--- config.mk ---
export PLATFORM = sky130hd
export DESIGN_NAME = rotate_cmd_pipe
export DESIGN_NICKNAME = d
export VERILOG_FILES = /design/src/rtl/rotate_cmd_pipe.sv
export SDC_FILE = /design/constraint.sdc
export NUM_CORES = 1
export LEC_CHECK = 0
export CAP_MARGIN = 10
export CELL_PAD_IN_SITES_DETAIL_PLACEMENT = 0
export CELL_PAD_IN_SITES_GLOBAL_PLACEMENT = 2
export CORE_AREA = 2 2 163 165
export DETAILED_ROUTE_END_ITERATION = 8
export DIE_AREA = 0 0 165 167
export GPL_TIMING_DRIVEN = 0
export PLACE_DENSITY_LB_ADDON = 0.1
export SLEW_MARGIN = 20
export SYNTH_ARGS = -nofsm -noshare
export SYNTH_HDL_FRONTEND = slang
export SYNTH_SLANG_ARGS = --single-unit
--- constraint.sdc ---
create_clock -name clk -period 5.1 [get_ports clk]
set_input_delay 1.53 -clock clk [delete_from_list [all_inputs] [get_ports clk]]
set_output_delay 1.53 -clock clk [all_outputs]
set_load 0.05 [all_outputs]
--- src/rtl/rotate_cmd_pipe.sv ---
// Command FIFO plus registered result stage around a combinational rotator.
// Define ROT_CMD_PIPE_STATS_EN to add the op_count completion counter.
module rotate_cmd_pipe #(
  parameter int DEPTH = 4
) (
  input  logic                     clk,
  input  logic                     rst_n,
  input  logic                     in_valid,
  output logic                     in_ready,
  input  logic [31:0]              in_data,
  input  logic                     in_dir,
  input  logic [4:0]               in_shift,
  output logic [31:0]              rot_data_in,
  output logic                     rot_direction,
  output logic [4:0]               rot_shift,
  input  logic [31:0]              rot_data_out,
  output logic                     out_valid,
  input  logic                     out_ready,
  output logic [31:0]              out_data,
  output logic [$clog2(DEPTH):0]   level
`ifdef ROT_CMD_PIPE_STATS_EN
  ,
  output logic [15:0]              op_count
`endif
);

  localparam int PW = $clog2(DEPTH);
  localparam logic [PW:0] FULL = (PW+1)'(DEPTH);

  typedef struct packed {
    logic [31:0] data;
    logic        dir;
    logic [4:0]  shift;
  } cmd_t;

  typedef enum logic {S_EMPTY, S_LOADED} state_t;

  cmd_t          mem_q [DEPTH];
  cmd_t          mem_d [DEPTH];
  logic [PW-1:0] wr_ptr_q, wr_ptr_d;
  logic [PW-1:0] rd_ptr_q, rd_ptr_d;
  logic [PW:0]   level_q, level_d;
  logic [31:0]   out_data_q, out_data_d;
  state_t        state_q, state_d;
  logic          push, pop, not_empty;

  assign not_empty = (level_q != '0);
  assign in_ready  = (level_q < FULL);
  assign push      = in_valid && in_ready;
  // The head leaves the FIFO exactly when the result register loads.
  assign pop       = not_empty && (state_q == S_EMPTY || out_ready);

  always_comb begin
    rot_data_in   = '0;
    rot_direction = 1'b0;
    rot_shift     = '0;
    if (not_empty) begin
      rot_data_in   = mem_q[rd_ptr_q].data;
      rot_direction = mem_q[rd_ptr_q].dir;
      rot_shift     = mem_q[rd_ptr_q].shift;
    end
  end

  always_comb begin
    mem_d    = mem_q;
    wr_ptr_d = wr_ptr_q;
    rd_ptr_d = rd_ptr_q;
    level_d  = level_q;
    if (push) begin
      mem_d[wr_ptr_q] = '{data: in_data, dir: in_dir, shift: in_shift};
      wr_ptr_d = wr_ptr_q + 1'b1;
    end
    if (pop) rd_ptr_d = rd_ptr_q + 1'b1;
    unique case ({push, pop})
      2'b10:   level_d = level_q + 1'b1;
      2'b01:   level_d = level_q - 1'b1;
      default: level_d = level_q;
    endcase
  end

  always_comb begin
    out_data_d = out_data_q;
    if (pop) out_data_d = rot_data_out;
  end

  always_comb begin
    state_d = state_q;
    unique case (state_q)
      S_EMPTY:  if (not_empty) state_d = S_LOADED;
      S_LOADED: if (out_ready) state_d = not_empty ? S_LOADED : S_EMPTY;
      default:  state_d = S_EMPTY;
    endcase
  end

  always_comb begin
    out_valid = (state_q == S_LOADED);
    out_data  = out_data_q;
    level     = level_q;
  end

  always_ff @(posedge clk or negedge rst_n) begin
    if (!rst_n) begin
      for (int i = 0; i < DEPTH; i++) mem_q[i] <= '0;
      wr_ptr_q   <= '0;
      rd_ptr_q   <= '0;
      level_q    <= '0;
      out_data_q <= '0;
      state_q    <= S_EMPTY;
    end else begin
      mem_q      <= mem_d;
      wr_ptr_q   <= wr_ptr_d;
      rd_ptr_q   <= rd_ptr_d;
      level_q    <= level_d;
      out_data_q <= out_data_d;
      state_q    <= state_d;
    end
  end

`ifdef ROT_CMD_PIPE_STATS_EN
  logic [15:0] op_count_q, op_count_d;

  always_comb begin
    op_count_d = op_count_q;
    if (out_valid && out_ready) op_count_d = op_count_q + 16'd1;
  end

  always_ff @(posedge clk or negedge rst_n) begin
    if (!rst_n) op_count_q <= '0;
    else        op_count_q <= op_count_d;
  end

  assign op_count = op_count_q;
`endif

endmodule

# Yosys cells after proc, flatten, opt, wreduce, memory -nomap -nowiden
# Index checks and enable logic that the tools add are counted.
# Widths: inputs -> output; s select.
[op_classes]
addsub = 4
n_lt_le_gt_ge = 4
n_eq_ne = 2
muxes = 13
bitwise_logic = 3
n_reduce_logical = 6
[ops]
columns = ["op", "count"]
rows = [
  ["$bwmux 152", 1],
  ["$mux 38", 3],
  ["$bmux 38 s2", 1],
  ["$demux 38 s2", 1],
  ["$mux 32", 1],
  ["$ge 3x3->1 const B", 2],
  ["$not 2->3", 2],
  ["$pmux 3 s2", 1],
  ["$mux 5", 1],
  ["$add 2x1->2 const B", 2],
  ["$add 3x1->3 const B", 1],
  ["$logic_and 1x1->1", 3],
  ["$lt 3x1->1 const B", 1],
  ["$lt 3x3->1 const B", 1],
  ["$mux 1", 3],
  ["$reduce_bool 3->1", 1],
  ["$sub 3x1->3 const B", 1],
  ["$eq 2x1->1 const B", 1],
  ["$eq 2x2->1 const B", 1],
  ["$pmux 1 s2", 1],
  ["$reduce_bool 2->1", 1],
  ["$logic_or 1x1->1", 1],
  ["$not 1->1", 1],
]
[word_totals]
ff_bits = 192
input_bits = 74
out_inout_bits = 75

# Logic depth before layout (Yosys ltp)
[logic_depth]
word_depth = 6
depth_mapped = 10
ltp_nobuf = 8

# Worst setup path after synthesis
# Ideal clock, no wire load.
[synth_timing]
path_kind = "register to output"
start = "register level_q[0], in the netlist level[0]"
end = "output port rot_data_in[10]"
arrival_ps = 1730
required_ps = 3570
slack_ps = 1840
stages_incl_launch_ff = 4
path_buffers = 1
cell_sequence = "dfrtp_1 > nor3_2 > clkbuf_1 > nor2b_1"
[synth_via]
elab_chain_cells = 2
[synth_lines]
columns = ["item", "line", "source"]
rows = [
  ["start, declared", "42", "logic [PW:0] level_q, level_d;"],
  ["start signal, assigned", "113", "level_q <= level_d;"],
  ["$reduce_bool 3->1", "47", "assign not_empty = (level_q != '0);"],
  ["$mux 32", "57", "if (not_empty) begin"],
  ["end, declared", "13", "output logic [31:0] rot_data_in,"],
]
# No other way between the ends.

# Final worst setup path
[layout_timing]
start = "register rd_ptr_q[1]"
end = "output port rot_data_in[21]"
[layout_via]
elab_chain_cells = 5
[layout_lines]
columns = ["item", "line", "source"]
rows = [
  ["start, declared", "41", "logic [PW-1:0] rd_ptr_q, rd_ptr_d;"],
  ["start signal, assigned", "112", "rd_ptr_q <= rd_ptr_d;"],
  ["$not 2->3 (not written as such)", "58", "rot_data_in = mem_q[rd_ptr_q].data;"],
  ["$bmux 38 s2", "58", ""],
  ["$mux 38 (2 in a row)", "n/a", ""],
  ["$mux 32", "57", ""],
]
# No other way between the ends. The select of a mux whose other input is x is not followed.

==> results.json <==
{
  "status": "complete, no violations",
  "clk_pin_slew_ns": 0.07,
  "p_clk_frac": 0.147,
  "post-cts-setup-buffer-count": 0,
  "vdd.ir_drop.worst_mv": 0.6528,
  "clock_latency_ns": 0.43,
  "syn_area_um2": 8926,
  "worstSetupStartpointType": "flip-flop",
  "hold_viol": 0,
  "drtIter0Drc": 196,
  "vias_per_cell": 4.799,
  "cpMaxStageDelayCell": "clkdlybuf4s50_1",
  "final_cells": 1035,
  "syn_inst": 519,
  "diodes": 0,
  "place.gp.congestion": 0.7439,
  "drive_gt1_frac": 0.4086,
  "tns_ns": 0,
  "synth_top_cell_by_area": "dfrtp_1",
  "wl_um": 21410,
  "crit_required_ns": 3.57,
  "slew-limit-headroom": 0.4322,
  "cp_top_family": "buffers and inverters",
  "rr_startpoint": "level[0]$_DFFE_PN0P_",
  "path_class": "reg -> out",
  "cp_max_fo": 10,
  "comb_power_share": 0.562,
  "cts_tree": "yes",
  "final_nets": 768,
  "reg2reg_to": "level[2]$_DFFE_PN0P_",
  "cts_buffers": 17,
  "syn-num-nets": 599,
  "clockBufferDepth": 2,
  "track_usage": 0.1601,
  "period_share": 0.8618,
  "vias": 4967,
  "core_area_um2": 25760,
  "dp_hpwl_um": 13930,
  "syn_to_final_growth_pct": 28.44,
  "synth.distinct_cells": 23,
  "ys_top_cells_by_area": "dfrtp_1, mux2_4, mux2_2, mux4_2, nor2b_1",
  "grt_pass1_wl_um": 32910,
  "setup_viol": 0,
  "clock_skew_ns": 0.01137,
  "htree_levels": 4,
  "yosys_warnings": 0,
  "cpPeakStageDelay_ns": 0.85,
  "whs_endpoint": "mem_q[50]$_DFFE_PN0P_",
  "max_freq_ghz": 0.2275,
  "hold_path_class": "reg -> reg",
  "p_switching_mw": 3.714,
  "pwr_density_cell_nw_per_um2": 797.8,
  "pre_cts_ws_ns": 1.142,
  "p_seq_frac": 0.291,
  "cts.sinks": 192,
  "cts_resized": 0,
  "ctsRootBufferMaster": "clkbuf_16",
  "grt_max_degree": 87,
  "p_int_mw": 5.433,
  "yosysSeqAreaShare": 0.5383,
  "drcViolationCount": 0,
  "grt_pass1_vias": 5610,
  "grt_overflow": 0,
  "worst_pin_slew_ns": 0.8517,
  "utilization": 0.4450,
  "rsz0062_at_grt": "false",
  "ios": 149,
  "ff2ff_setup_slack_ns": 2.94,
  "hp-start": "mem_q[50]$_DFFE_PN0P_",
  "portBuffers": 148,
  "leakagePower_nw": 5.139,
  "die_x_um": 165,
  "worstRegToRegCells": 10,
  "ys_ff_latch": 192,
  "cp.arrival_ns": 2.87,
  "initial_core_util": 0.3465,
  "avgSynthCellArea_um2": 17.20,
  "p_sw_frac": 0.4060,
  "hold_buffers": 0,
  "worst_setup_path_end_kind": "output pin",
  "crit_chain": "clkbuf_1 -> mux4_2 -> nor2b_1 -> clkdlybuf4s50_1",
  "worst_slack_ns": 0.7046,
  "dp.cells": 1004,
  "antenna_found_initial": 0,
  "rows": 59,
  "min_path_cells": 1,
  "yosysTopAreaCellShare": 0.5383,
  "min_period_ns": 4.395,
  "die_h_um": 167,
  "die_area_um2": 27560,
  "slew_violations": 0,
  "wire_per_inst_um": 20.69,
  "cap_violations": 0,
  "antenna_left": 0,
  "dr.pass1.iters": 4,
  "path_buf_inv": 2
}
-- worst max path at each step --
stage | startpoint | endpoint | cells past startpoint
after detailed placement | level[0]$_DFFE_PN0P_ | rot_data_in[0] | 4
after floorplan | level[0]$_DFFE_PN0P_ | rot_data_in[10] | 3
after global routing | level[0]$_DFFE_PN0P_ | rot_data_in[1] | 4
after global placement | rst_n | mem_q[18]$_DFFE_PN0P_ | 1
final | rd_ptr_q[1]$_DFFE_PN0P_ | rot_data_in[21] | 4
after CTS | level[0]$_DFFE_PN0P_ | rot_data_in[0] | 4
-- per-stage QoR --
step	total power [mW]	hold slack [ns]	instance area [µm²]
2_1_floorplan	6.345	0.4738	8926
3_3_place_gp	7.783	0.4825	10830
3_5_place_dp	7.890	0.4893	10890
4_1_cts	9.273	0.5055	11460
5_1_grt	9.613	0.5136	11460
6_report	9.147	0.5059	11460
-- state kept, by name, summed over array words and instances, names as in the netlist --
signal and cells:
mem_q 152, out_data 32, level 3, rd_ptr_q 2, wr_ptr_q 2, out_valid 1
-- synth_stat cells (all sizes together) --
| master | number |
|---|---|
| ha | 5 |
| nor2 | 1 |
| xor2 | 3 |
| o21ai | 1 |
| fa | 1 |
| nand2b | 1 |
| clkbuf | 7 |
| nand2 | 6 |
| and3b | 1 |
| dfrtp | 192 |
| mux4 | 38 |
| nor2b | 40 |
| xnor2 | 3 |
| buf | 27 |
| inv | 7 |
| mux2i | 1 |
| mux2 | 184 |
| nor3 | 1 |
-- layout make-up --
cell class | count | area, µm²
Buffer | 34 | 300.3
Clock buffer | 20 | 446.7
Timing Repair Buffer | 150 | 1541
Tap cell | 335 | 419.2
Multi-Input combinational cell | 286 | 3795
Clock inverter | 11 | 131.4
Sequential cell | 192 | 4805
Inverter | 7 | 26.28
Fill cell | 2263 | 14300
-- cell families after synthesis --
kind of cell / synth area share
flip-flops: 0.5383
buffers and inverters: 0.03659
multiplexers: 0.3745
AO/OA/AOI/OAI: 0.0005602
AND/OR/NAND/NOR: 0.03490
XOR/XNOR: 0.005888
adder cells (fa/ha/maj): 0.009252
-- layer usage --
| metal | vias to the layer above | track usage | wire [µm] |
|---|---|---|---|
| li1 | 2191 | - | - |
| met1 | 2656 | 0.2153 | 9646 |
| met2 | 102 | 0.2620 | 10670 |
| met3 | 18 | 0.02839 | 789 |
| met4 | 0 | 0.05180 | 308 |
| met5 | - | 0 | 0 |
-- power groups by stage --
| stage | combinational, mW | sequential, mW | clock (mW) |
|---|---|---|---|
| 6_report | 5.14 | 2.67 | 1.34 |
| 5_1_grt | 5.41 | 2.76 | 1.45 |
| 4_1_cts | 5.23 | 2.67 | 1.38 |
| 3_5_place_dp | 5.21 | 2.68 | 0 |
| 3_3_place_gp | 5.15 | 2.63 | 0 |
| 2_1_floorplan | 3.38 | 2.97 | 0 |
-- cells in the final DEF (no fill, tap or decap), types with 2 or more instances in the layout --
| cell | instances |
|---|---|
| buf_12 | 3 |
| buf_16 | 2 |
| buf_2 | 6 |
| buf_4 | 5 |
| buf_6 | 13 |
| bufinv_16 | 2 |
| clkbuf_1 | 9 |
| clkbuf_16 | 17 |
| clkdlybuf4s50_1 | 147 |
| clkinv_2 | 2 |
| clkinv_4 | 2 |
| clkinvlp_4 | 2 |
| dfrtp_1 | 192 |
| ha_1 | 5 |
| inv_1 | 7 |
| inv_6 | 2 |
| mux2_2 | 76 |
| mux2_4 | 108 |
| mux4_2 | 38 |
| nand2_1 | 2 |
| nand2_2 | 4 |
| nor2b_1 | 40 |
| xnor2_1 | 3 |
| xor2_1 | 3 |
Note: power is estimated with default switching activity, not from simulation.
